**config.mk**
```make
export PLATFORM = sky130hd
export DESIGN_NAME = iir_filter_llki_mc
export DESIGN_NICKNAME = d
export VERILOG_FILES = /design/src/rtl/iir_llki_pkg.sv /design/src/rtl/llki_key_loader.sv /design/src/rtl/iir_filter_llki_mc.sv
export SDC_FILE = /design/constraint.sdc
export NUM_CORES = 1
export LEC_CHECK = 0
export CORE_MARGIN = 5
export CORE_UTILIZATION = 63
export CTS_CLUSTER_SIZE = 30
export DETAILED_ROUTE_END_ITERATION = 7
export PLACE_DENSITY = 0.84
export SLEW_MARGIN = 20
export SYNTH_ARGS = -nofsm -noshare
export SYNTH_HDL_FRONTEND = slang
export SYNTH_HIERARCHICAL = 1
export SYNTH_SLANG_ARGS = --single-unit
```
**constraint.sdc**
```tcl
create_clock -name clk -period 13.15 [get_ports clk]
set_input_delay 2.63 -clock clk [delete_from_list [all_inputs] [get_ports clk]]
set_output_delay 2.63 -clock clk [all_outputs]
set_load 0.01 [all_outputs]
```
**src/rtl/iir_llki_pkg.sv**
```systemverilog
// Shared types and helpers for the keyed multi-channel IIR filter.
package iir_llki_pkg;

    localparam int KEY_WORD_W = 64;

    typedef enum logic [1:0] {
        KS_UNKEYED = 2'd0,
        KS_LOADING = 2'd1,
        KS_KEYED   = 2'd2
    } key_state_t;

    // Channels share the key slices round-robin when there are more channels than slices.
    function automatic int unsigned slice_index(input int unsigned ch, input int unsigned n_slices);
        return ch % n_slices;
    endfunction

endpackage

```
**src/rtl/llki_key_loader.sv**
```systemverilog
// Key-word loader: assembles the actual key from 64-bit words and tracks keyed state.
//
// state      | meaning
// -----------+-------------------------------------------------
// KS_UNKEYED | no key loaded (or cleared); samples use zero key
// KS_LOADING | partial key loaded, waiting for remaining words
// KS_KEYED   | full key loaded; a new word restarts loading
module llki_key_loader
    import iir_llki_pkg::*;
#(
    parameter int                              KEY_WORDS = 2,
    parameter logic [KEY_WORD_W*KEY_WORDS-1:0] EXP_KEY   = '0
) (
    input  logic                              clk,
    input  logic                              rst,
    input  logic                              key_valid,
    output logic                              key_ready,
    input  logic [KEY_WORD_W-1:0]             key_data,
    input  logic                              key_clear,
    output logic [KEY_WORD_W*KEY_WORDS-1:0]   key_q,
    output logic                              loading,
    output logic                              keyed,
    output logic                              key_match
);

    localparam int              CNT_W     = (KEY_WORDS > 1) ? $clog2(KEY_WORDS) : 1;
    localparam logic [CNT_W-1:0] LAST_WORD = CNT_W'(KEY_WORDS - 1);

    key_state_t       state_q, state_d;
    logic [CNT_W-1:0] cnt_q;
    logic             key_accept;

    assign key_accept = key_valid & key_ready;

    // State register
    always_ff @(posedge clk or negedge rst) begin
        if (!rst) state_q <= KS_UNKEYED;
        else      state_q <= state_d;
    end

    // Next-state logic; key_clear overrides any word arriving the same cycle
    always_comb begin
        state_d = state_q;
        if (key_clear) begin
            state_d = KS_UNKEYED;
        end else if (key_accept) begin
            case (state_q)
                KS_LOADING: state_d = (cnt_q == LAST_WORD) ? KS_KEYED : KS_LOADING;
                default:    state_d = (KEY_WORDS == 1) ? KS_KEYED : KS_LOADING;
            endcase
        end
    end

    // Key register and word counter; counter is 0 outside LOADING so a new load starts at word 0
    always_ff @(posedge clk or negedge rst) begin
        if (!rst) begin
            key_q <= '0;
            cnt_q <= '0;
        end else if (key_clear) begin
            key_q <= '0;
            cnt_q <= '0;
        end else if (key_accept) begin
            key_q[cnt_q*KEY_WORD_W +: KEY_WORD_W] <= key_data;
            cnt_q <= (cnt_q == LAST_WORD) ? '0 : cnt_q + CNT_W'(1);
        end
    end

    // Outputs: loader always takes words; match is purely combinational on the key register
    always_comb begin
        key_ready = 1'b1;
        loading   = (state_q == KS_LOADING);
        keyed     = (state_q == KS_KEYED);
        key_match = (key_q == EXP_KEY);
    end

endmodule

```
**src/rtl/iir_filter_llki_mc.sv**
```systemverilog
// Keyed multi-channel first-order IIR: y += (x - y) >>> SHIFT per channel,
// with the input unmasked by expected-key ^ actual-key slices. Two-stage pipeline.
module iir_filter_llki_mc
    import iir_llki_pkg::*;
#(
    parameter int                              N_CH      = 4,
    parameter int                              DATA_W    = 32,
    parameter int                              KEY_WORDS = 2,
    parameter int                              SHIFT     = 2,
    parameter logic [KEY_WORD_W*KEY_WORDS-1:0] EXP_KEY   = '0,
    localparam int                             CH_W      = (N_CH > 1) ? $clog2(N_CH) : 1
) (
    input  logic                  clk,
    input  logic                  rst,
    input  logic                  key_valid,
    output logic                  key_ready,
    input  logic [KEY_WORD_W-1:0] key_data,
    input  logic                  key_clear,
    input  logic                  ch_clear,
    input  logic                  in_valid,
    output logic                  in_ready,
    input  logic [CH_W-1:0]       in_ch,
    input  logic [DATA_W-1:0]     in_data,
    output logic                  out_valid,
    input  logic                  out_ready,
    output logic [CH_W-1:0]       out_ch,
    output logic [DATA_W-1:0]     out_data,
    output logic                  keyed,
    output logic                  key_match
);

    localparam int KEY_W = KEY_WORD_W * KEY_WORDS;
    localparam int N_SL  = KEY_W / DATA_W;

    logic [KEY_W-1:0]  key_q;
    logic              key_loading;

    logic              s1_valid;
    logic [CH_W-1:0]   s1_ch;
    logic [DATA_W-1:0] s1_data;
    logic [DATA_W-1:0] y_q [N_CH];

    logic              out_adv, s1_free, in_accept;
    int unsigned       sl;
    logic [DATA_W-1:0] masked;
    logic [DATA_W-1:0] y_cur, y_new;
    logic signed [DATA_W:0] diff, step;

    llki_key_loader #(
        .KEY_WORDS (KEY_WORDS),
        .EXP_KEY   (EXP_KEY)
    ) u_key_loader (
        .clk       (clk),
        .rst       (rst),
        .key_valid (key_valid),
        .key_ready (key_ready),
        .key_data  (key_data),
        .key_clear (key_clear),
        .key_q     (key_q),
        .loading   (key_loading),
        .keyed     (keyed),
        .key_match (key_match)
    );

    assign out_adv   = !out_valid || out_ready;
    assign s1_free   = !s1_valid || out_adv;
    assign in_ready  = !key_loading && s1_free;
    assign in_accept = in_valid && in_ready;

    // Stage-1 unmasking: a matching key cancels the expected-key slice
    always_comb begin
        sl     = slice_index(32'(in_ch), N_SL);
        masked = in_data ^ EXP_KEY[sl*DATA_W +: DATA_W] ^ key_q[sl*DATA_W +: DATA_W];
    end

    // Stage-1 register
    always_ff @(posedge clk or negedge rst) begin
        if (!rst) begin
            s1_valid <= 1'b0;
            s1_ch    <= '0;
            s1_data  <= '0;
        end else if (s1_free) begin
            s1_valid <= in_accept;
            if (in_accept) begin
                s1_ch   <= in_ch;
                s1_data <= masked;
            end
        end
    end

    // Stage-2 filter step; difference kept one bit wider so it cannot overflow
    always_comb begin
        y_cur = y_q[s1_ch];
        diff  = {s1_data[DATA_W-1], s1_data} - {y_cur[DATA_W-1], y_cur};
        step  = diff >>> SHIFT;
        y_new = y_cur + step[DATA_W-1:0];
    end

    // Output register and channel state; ch_clear drops the same-edge state write
    always_ff @(posedge clk or negedge rst) begin
        if (!rst) begin
            out_valid <= 1'b0;
            out_ch    <= '0;
            out_data  <= '0;
            for (int i = 0; i < N_CH; i++) y_q[i] <= '0;
        end else begin
            if (out_adv) begin
                out_valid <= s1_valid;
                if (s1_valid) begin
                    out_ch   <= s1_ch;
                    out_data <= y_new;
                end
            end
            if (ch_clear) begin
                for (int i = 0; i < N_CH; i++) y_q[i] <= '0;
            end else if (out_adv && s1_valid) begin
                y_q[s1_ch] <= y_new;
            end
        end
    end

endmodule

```
# Word-level counts from Yosys, hierarchy flattened
# Index checks and enable logic that the tools add are counted.
word_totals:
  latchBits: 0
  in_bits: 105
  ramBits: 0
  memories: 0
  regBits: 329
  wordCells: 60
  mem_bits_ro: 0
classes:
  mux: 18
  n_eq_ne: 2
  shifts: 4
  mul: 0
  div_mod_pow: 0
  magnitude_cmp: 2
  bitwise_logic: 3
  n_reduce_logical: 14
  n_addsub: 4
ops:
  columns: ["cell", "count"]
  rows:
  - ["128-bit 2-to-1 mux", 4]
  - ["128-bit bitwise mux", 2]
  - ["128-bit zero test", 1]
  - ["64-bit by 34-bit variable shift with 128-bit output, first input constant", 1]
  - ["128-bit by 8-bit variable part select with 32-bit output", 1]
  - ["128-bit by 8-bit variable part select with 32-bit output, first input constant", 1]
  - ["64-bit by 34-bit variable part select with 128-bit output", 1]
  - ["32-bit 2-to-1 mux", 3]
  - ["32-bit binary-select mux with 2-bit select", 1]
  - ["32-bit demux with 2-bit select", 1]
  - ["32-bit bitwise XOR", 2]
  - ["7-bit negator with 34-bit output", 1]
  - ["32-bit by 32-bit subtractor with 33-bit output", 1]
  - ["32-bit adder", 1]
  - ["2-bit 2-to-1 mux", 4]
  - ["1-bit logical AND", 4]
  - ["2-bit AND reduction", 2]
  - ["2-bit nonzero test", 2]
  - ["3-bit greater-or-equal comparator, second input constant", 1]
  - ["1-bit zero test", 3]
  - ["3-bit by 1-bit < comparator with 1-bit output, second input constant", 1]
  - ["1-bit 2-to-1 mux", 3]
  - ["2-bit inverter with 3-bit output", 1]
  - ["2-bit by 1-bit == test with 1-bit output, second input constant", 1]
  - ["3 further kinds", 4]

# Depth between registers and ports, before layout
# Gate-level depths: netlist of the first run.
logic_depth:
  depth_word: 9
  mapped_depth: 26
  mapped_depth_nobuf: 22

# Modules after synthesis
# The synthesis of the first run kept the hierarchy.
modules_own_cells:
  columns: ["mod", "cells_per_inst", "area_per_inst_um2", "n_inst", "seq_area_each_um2"]
  rows:
  - ["iir_filter_llki_mc", 1223, 12574.6, 1, 4954.8]
  - ["llki_key_loader", 346, 4904.7, 1, 3278.1]

# Least setup slack after synthesis of the first run
# Ideal clock, no wire load.
synth_timing:
  kind: "reg2reg"
  start: "register s1_ch[0]"
  end: "register out_data[31]"
  slack_ns: 7.478
  required_time_ns: 13.025
  n_path_buf: 4
  path_stages_with_launch: 27
  arrival_time_ns: 5.547
  synth_period_minus_slack_ns: 5.672
  cell_sequence: "dfrtp_1 > buf_2 > clkbuf_1 > buf_1 > mux4_2 > inv_1 > ha_1 > clkbuf_1 > a21o_1 > a21o_1 > a221oi_1 > o41a_1 > a21oi_1 > o21ai_0 > inv_1 > a21oi_1 > xnor2_1 > ha_1 > and3_1 > and3_1 > nand2_1 > or2_2 > nand3_2 > a31oi_1 > xnor2_1 > xnor2_2 > mux2_2"
synth_between:
  elab_chain_len: 6
synth_lines:
  columns: ["item", "line", "source"]
  rows:
  - ["from (decl)", "iir_filter_llki_mc.sv:39", "logic [CH_W-1:0] s1_ch;"]
  - ["from (signal assigned)", "iir_filter_llki_mc.sv:85", "s1_ch <= in_ch;"]
  - ["2-bit inverter with 3-bit output (not written as such) *", "iir_filter_llki_mc.sv:93", "y_cur = y_q[s1_ch];"]
  - ["32-bit binary-select mux with 2-bit select *", "iir_filter_llki_mc.sv:93", null]
  - ["32-bit 2-to-1 mux (not written as such) * (2 in a row)", "iir_filter_llki_mc.sv:93", null]
  - ["32-bit by 32-bit subtractor with 33-bit output", "iir_filter_llki_mc.sv:94", "diff = {s1_data[DATA_W-1], s1_data} - {y_cur[DATA_W-1], y_cur};"]
  - ["32-bit adder *", "iir_filter_llki_mc.sv:96", "y_new = y_cur + step[DATA_W-1:0];"]
  - ["to (signal assigned)", "iir_filter_llki_mc.sv:111", "out_data <= y_new;"]
  - ["to (decl)", "iir_filter_llki_mc.sv:27", "output logic [DATA_W-1:0] out_data,"]
# Every way passes the cells marked *; elsewhere a longest branch is shown, timed or not. The select of a mux whose other input is x is not followed.
# A chain may end at the register's enable or synchronous reset.

# Worst setup path in the final report of the first run
layout_timing:
  start: "input port out_ready"
  end: "output port in_ready"
layout_between:
  elab_chain_len: 3
layout_lines:
  columns: ["item", "line", "source"]
  rows:
  - ["from (decl)", "iir_filter_llki_mc.sv:25", "input logic out_ready,"]
  - ["1-bit logical OR", "iir_filter_llki_mc.sv:65", "assign out_adv = !out_valid || out_ready;"]
  - ["1-bit logical OR", "iir_filter_llki_mc.sv:66", "assign s1_free = !s1_valid || out_adv;"]
  - ["1-bit logical AND", "iir_filter_llki_mc.sv:67", "assign in_ready = !key_loading && s1_free;"]
  - ["to (decl)", "iir_filter_llki_mc.sv:21", "output logic in_ready,"]
# No other way between the ends.

==> metrics.cfg, run 1 <==
[setup_path]
r2r_start = s1_ch[0]$_DFFE_PN0P_
start_kind = input pin
critPathMostFrequentCell = clkdlybuf4s50_1
path_cells = clkdlybuf4s50_1 > nor2b_1 > a21oi_1 > clkdlybuf4s50_1
timing_worst_setup_path_type = in2out
slowest_delay_ns = 0.66
cp.arrival_ns = 4.34
required_ns = 10.52
cp-end-kind = output pin
cp-endpoint = in_ready
reg2reg_depth = 23
startpoint = out_ready
r2r_slack_ns = 6.54
reg2reg_to = y_q[52]$_DFFE_PN0P_
critPathSlowestCell = clkdlybuf4s50_1
critPathMaxFanout = 2

[yosys]
yosysWarnings = 6
ys_top_cells_by_area = dfrtp_1 (47%), a22o_1 (11%), mux4_2 (8.1%), ha_1 (4.6%), nand2_1 (3.4%)
synth-edff-count = 0
synth_top_area_share_pct = 47.10
synth_ff_type = dfrtp_1
ys_ff_latch = 329
ys_types = 74
netlist_area_um2 = 17480
syn_nets = 1739
ys_seq_area_share_pct = 47.10
async_flop_share_pct = 100.0
syn_inst = 1569
synth.avg_cell_area_um2 = 11.14
synth_area_leader_cell = dfrtp_1

[route]
wire_per_inst_um = 23.01
drt_iter0_markers = 1505
drt_wl_total_um = 47770
first_pass_iters = 8
viasPerCell = 6.724
ant_nets = 0
drc = 0
vias = 13960

[sta]
fin_crit_ns = 6.974
finalSetupViolCount = 0
finClkSkew_ns = 0.01403
hold_violations = 0
fmax_mhz = 143.4
slew_violations = 0
setup_tns_ns = 0
slew_headroom_pct = 25.01
post-route-period-util_pct = 53.03
tightest_slew_ns = 1.124
rsz0062_at_grt = no

[grt]
grt_pass1_vias = 14330
grt_max_degree = 199
grt-ovfl-total = 0
grt_pass1_wl_um = 76540
antenna_found_initial = 0
track_usage_pct = 30.63

[layout]
stdcell_count = 2076
area_growth_pct = 17.01
layout_common_cells = dfrtp_1 (328), a22o_1 (215), nand2_1 (155), clkdlybuf4s50_1 (140), o21ai_0 (85)
insertedDiodeCount = 0
final_common_cell = dfrtp_1
layout-drive-gt1-share_pct = 11.19
nets = 1844

[clocking]
cts_tree = done
cts_buffers = 36
clk-insertion-delay-late_ns = 0.51
postCtsHoldBufs = 0
cts_max_level = 2
clock-sinks = 329
postCtsSetupRepairBufs = 0
cts_resized = 0
cts_root_buffer = clkbuf_16
clk_pin_slew_ns = 0.06
cts_buffer_depth = 3

[hold_path]
holdCritPathClass = reg2reg
hold_path_depth = 1
worstHoldStart = out_data[8]$_DFFE_PN0P_

[floorplan]
io_pins = 144
fp.dieH_um = 176.6
die_w_um = 176.6
die_area_um2 = 31180
row_count = 61
initial_core_util_pct = 63.44
coreArea_um2 = 27550

[power_and_ir_drop]
leakage_nw = 9.181
irDropWorstVdd_uv = 113.1
powerDensity_nw_per_um2 = 195.9

[placed_design]
dp_hpwl_um = 32410
place.gp.congestion = 0.9296
io_buffers = 142
dpl.cell_count = 2012

[flow_run]
max-cap-violations = 0

[status]
status = completed

==> cells in the mapped netlist (all sizes together), types with 10 or more instances <==
cell	n
dfrtp	329
a22o	216
nand2	156
o21ai	89
a21oi	69
xnor2	67
ha	64
mux4	63
clkbuf	58
inv	54
nor2	54
a21o	44
buf	35
nor4	33
nand3	27
mux2	18
a31oi	17
nor3	17
xor2	16
nand2b	15
nand4	14
nor2b	11
a211oi	10
==> power by group <==
group / internal (W) / switching (W) / total [W]
clock: 0.000621 / 0.000397 / 0.00102
combinational: 0.000700 / 0.00102 / 0.00172
sequential: 0.00116 / 0.000103 / 0.00127
==> worst min-delay path by stage <==
stage / to / slack, ns
after floorplan: y_q[47]$_DFFE_PN0P_ / 0.44
after global routing: out_data[27]$_DFFE_PN0P_ / 0.49
after CTS: out_data[24]$_DFFE_PN0P_ / 0.48
after global placement: y_q[47]$_DFFE_PN0P_ / 0.45
after detailed placement: out_data[24]$_DFFE_PN0P_ / 0.46
final: out_data[8]$_DFFE_PN0P_ / 0.47
==> per-stage QoR <==
step / hold slack, ns / area, µm² / utilization (%) / worst slack [ns] / power (W)
2_1_floorplan: 0.4432 / 17480 / - / 7.478 / 0.002440
3_3_place_gp: 0.4547 / 19190 / 69.66 / 6.232 / 0.002890
3_5_place_dp: 0.4633 / 19190 / 69.66 / 6.240 / 0.002954
4_1_cts: 0.4775 / 20390 / 74.01 / 6.226 / 0.003984
5_1_grt: 0.4874 / 20450 / 74.23 / 5.974 / 0.004228
6_report: 0.4720 / 20450 / 74.23 / 6.176 / 0.004007
==> registers in the layout, summed over array words and instances, names as in the netlist <==
register / flops
y_q: 128
out_ch: 2
out_data: 32
u_key_loader/key_q: 128
u_key_loader/cnt_q: 1
out_valid: 1
s1_data: 32
s1_ch: 2
u_key_loader/state_q: 2
s1_valid: 1
==> logic make-up after synthesis <==
| group | synth area share [%] |
|---|---|
| flip-flops | 47.10 |
| AND/OR/NAND/NOR | 9.492 |
| AO/OA/AOI/OAI | 21.59 |
| multiplexers | 9.528 |
| adder cells (fa/ha/maj) | 4.696 |
| other | 0.02145 |
| XOR/XNOR | 4.202 |
| buffers and inverters | 3.371 |
==> worst max-delay path, delay by kind of cell <==
family | cells | cell delay, ns
and+or+nand+nor | 1 | 0.06
AOI/OAI and AO/OA | 1 | 0.52
buffers and inverters | 2 | 1.13
==> cell type report <==
cell class / count / area, µm²
clock buffer: 57 / 1121
clock inverter: 5 / 77.57
fill: 1811 / 7101
inverter: 54 / 202.7
multi-input combinational: 1093 / 8735
sequential: 329 / 8234
tap: 378 / 473.0
timing repair buffer: 160 / 1609
==> routing by layer <==
metal	up-vias	share of wire [%]	global-route usage, %
met5	-	0	0
met4	0	3.1	10.12
met3	100	8.8	6.445
met2	708	48	49.99
met1	7040	40	41.57
li1	6111	-	-
Power figures use the tool's default switching activity.
==> run 2: changes to the inputs <==
--- a/config.mk
+++ b/config.mk
@@ -6,10 +6,10 @@
 export NUM_CORES = 1
 export LEC_CHECK = 0
 export CORE_MARGIN = 5
-export CORE_UTILIZATION = 63
+export CORE_UTILIZATION = 53
 export CTS_CLUSTER_SIZE = 30
 export DETAILED_ROUTE_END_ITERATION = 7
-export PLACE_DENSITY = 0.84
+export PLACE_DENSITY = 0.75
 export SLEW_MARGIN = 20
 export SYNTH_ARGS = -nofsm -noshare
 export SYNTH_HDL_FRONTEND = slang
==> constraint.sdc (replaced) <==
create_clock -name clk -period 6.23 [get_ports clk]
set_input_delay 1.246 -clock clk [delete_from_list [all_inputs] [get_ports clk]]
set_output_delay 1.246 -clock clk [all_outputs]
set_load 0.01 [all_outputs]
==> run 2 against run 1 <==
Net effect: final cell count is 3.8% higher; worst setup slack lost 5.8 ns; clock power grew 130%; final area up 1.3%; clock skew is 0.0069 ns higher; combinational power increased by 110%; total power increased by 120%; highest routed layer is now met5; wire length up 2.2%; count of clock-buffer cells in the layout shrank 6; largest power group unchanged.
==> metrics.cfg, run 2 (synthesis results as in run 1) <==
[clocking]
cts_max_level = 2
cts_buffer_depth = 3
cts_buffers = 37
cts_tree = done
clk-insertion-delay-late_ns = 0.53
clk_pin_slew_ns = 0.06
clock-sinks = 329
postCtsHoldBufs = 0
cts_root_buffer = clkbuf_16

[sta]
fin_crit_ns = 5.838
tightest_slew_ns = 1.037
post-route-period-util_pct = 93.70
finClkSkew_ns = 0.02090
finalSetupViolCount = 0
setup_tns_ns = 0
rsz0062_at_grt = no
fmax_mhz = 171.3
slew_headroom_pct = 30.84
hold_violations = 0
slew_violations = 0

[placed_design]
dp_hpwl_um = 33650
dpl.cell_count = 2086
place.gp.congestion = 0.9202
io_buffers = 142

[grt]
grt_max_degree = 188
grt_pass1_wl_um = 77130
grt-ovfl-total = 0
track_usage_pct = 26.51
grt_pass1_vias = 13990
antenna_found_initial = 2

[power_and_ir_drop]
powerDensity_nw_per_um2 = 417.5
leakage_nw = 9.287
irDropWorstVdd_uv = 234.7

[route]
first_pass_iters = 5
wire_per_inst_um = 22.65
ant_nets = 0
vias = 13810
drc = 0
drt_wl_total_um = 48820
viasPerCell = 6.407
drt_iter0_markers = 1324

[layout]
nets = 1855
layout_common_cells = dfrtp_1 (328), a22o_1 (215), nand2_1 (155), clkdlybuf4s50_1 (140), o21ai_0 (85)
ff_latch_area_um2 = 8237
multi_input_area_um2 = 8727
stdcell_count = 2155
fillers = 2591
final_common_cell = dfrtp_1
layout-drive-gt1-share_pct = 11.92
biggestRegsByFlops = u_key_loader/key_q: 128 flops, y_q: 128 flops
area_growth_pct = 18.55

[status]
status = completed

[setup_path]
critPathMaxFanout = 19
start_kind = flip-flop
timing_worst_setup_path_type = reg2reg
required_ns = 6.62
cp-end-kind = flip-flop
cp.arrival_ns = 6.23

[floorplan]
initial_core_util_pct = 53.72
fp.dieH_um = 191.6
die_area_um2 = 36710
die_w_um = 191.6
coreArea_um2 = 32540
row_count = 66
io_pins = 144

[hold_path]
holdCritPathClass = reg2reg

[flow_run]
max-cap-violations = 0

## run 2: cell types whose count changed in the layout (fill, tap and decap cells not counted), moves of 4 or more
cell,previous run,this run
buf_4,15,24
clkbuf_8,12,7
nor2_1,50,54
nor2_2,4,0
clkinv_2,2,6
## run 2: per-stage QoR
| step | cell area [µm²] | hold slack [ns] | total power [W] | utilization [%] | worst slack (ns) |
|---|---|---|---|---|---|
| 6_report | 20720 | 0.4726 | 0.008650 | 63.69 | 0.3924 |
| 3_3_place_gp | 19350 | 0.4561 | 0.006213 | 59.48 | 0.5703 |
| 3_5_place_dp | 19350 | 0.4634 | 0.006295 | 59.48 | 0.3736 |
| 2_1_floorplan | 17480 | 0.4432 | 0.005150 | - | 0.5584 |
| 5_1_grt | 20720 | 0.5012 | 0.009157 | 63.69 | 0.03240 |
| 4_1_cts | 20650 | 0.4776 | 0.008620 | 63.48 | 0.3360 |
## run 2: worst max-delay path, cell delays in order (launching register included)
cell and delay [ns]:
dfrtp_4 0.63, buf_4 0.35, mux4_2 0.61, inv_1 0.09, ha_1 0.28, and4_1 0.24, a221oi_1 0.32, o41a_1 0.24
a21oi_1 0.12, o21ai_0 0.17, inv_1 0.08, a21oi_1 0.18, xnor2_1 0.09, ha_1 0.44, and3_1 0.22, and3_1 0.18
nand2_1 0.09, a211oi_1 0.47, o21ai_1 0.21, nand3_1 0.18, o21ai_1 0.15, a221o_1 0.35
## run 2: repair_timing
action,in CTS,in global routing
setup buffers,0,0
setup endpoints to repair,0,40
resized for setup,0,3
## run 2: report_power, final
part	switching [W]	internal, W	leakage [nW]	total (W)
Clock	0.000879	0.00143	0.636	0.00231
Sequential	0.000224	0.00246	4.41	0.00268
Combinational	0.00214	0.00152	4.24	0.00366
Total	0.00324	0.00541	9.29	0.00865
## run 2: final cells by class
cell class | count | share of cell area, %
Sequential cell | 329 | 39.75
Timing Repair Buffer | 170 | 8.188
Tap cell | 442 | 2.669
Inverter | 54 | 0.9782
Antenna cell | 1 | 0.01208
Multi-Input combinational cell | 1093 | 42.12
Clock inverter | 15 | 1.020
Clock buffer | 51 | 5.265
## run 2: routing by layer
| metal | part of all wire, % | up-vias | wire length (µm) | track usage [%] |
|---|---|---|---|---|
| li1 | - | 6129 | - | - |
| met1 | 42 | 6920 | 20580 | 37.56 |
| met2 | 46 | 647 | 22540 | 41.17 |
| met3 | 8.4 | 110 | 4079 | 5.380 |
| met4 | 3.3 | 2 | 1604 | 9.282 |
| met5 | 0.027 | - | 13 | 0 |
## run 2: path summary, 6_finish.rpt
kind                       cells after the start                startpoint                                 end  slack, ns
max                                           21      s1_ch[0]$_DFFE_PN0P_                 y_q[92]$_DFFE_PN0P_       0.39
min                                            2  out_data[24]$_DFFE_PN0P_            out_data[24]$_DFFE_PN0P_       0.47
max reg2reg                                   21      s1_ch[0]$_DFFE_PN0P_                 y_q[92]$_DFFE_PN0P_       0.39
min reg2reg                                    2  out_data[24]$_DFFE_PN0P_            out_data[24]$_DFFE_PN0P_       0.47
max in group asynchronous                      2                       rst  u_key_loader/key_q[57]$_DFFE_PN0P_       3.96
min in group asynchronous                      1                       rst                 y_q[40]$_DFFE_PN0P_       0.75
==> run 3: changes to the inputs <==
--- a/config.mk
+++ b/config.mk
@@ -9,6 +9,7 @@
 export CORE_UTILIZATION = 53
 export CTS_CLUSTER_SIZE = 30
 export DETAILED_ROUTE_END_ITERATION = 7
+export HOLD_SLACK_MARGIN = 0.05
 export PLACE_DENSITY = 0.75
 export SLEW_MARGIN = 20
 export SYNTH_ARGS = -nofsm -noshare
==> results of run 3 <==
Same layout as run 2: the final DEF is identical, and so are final timing and power.
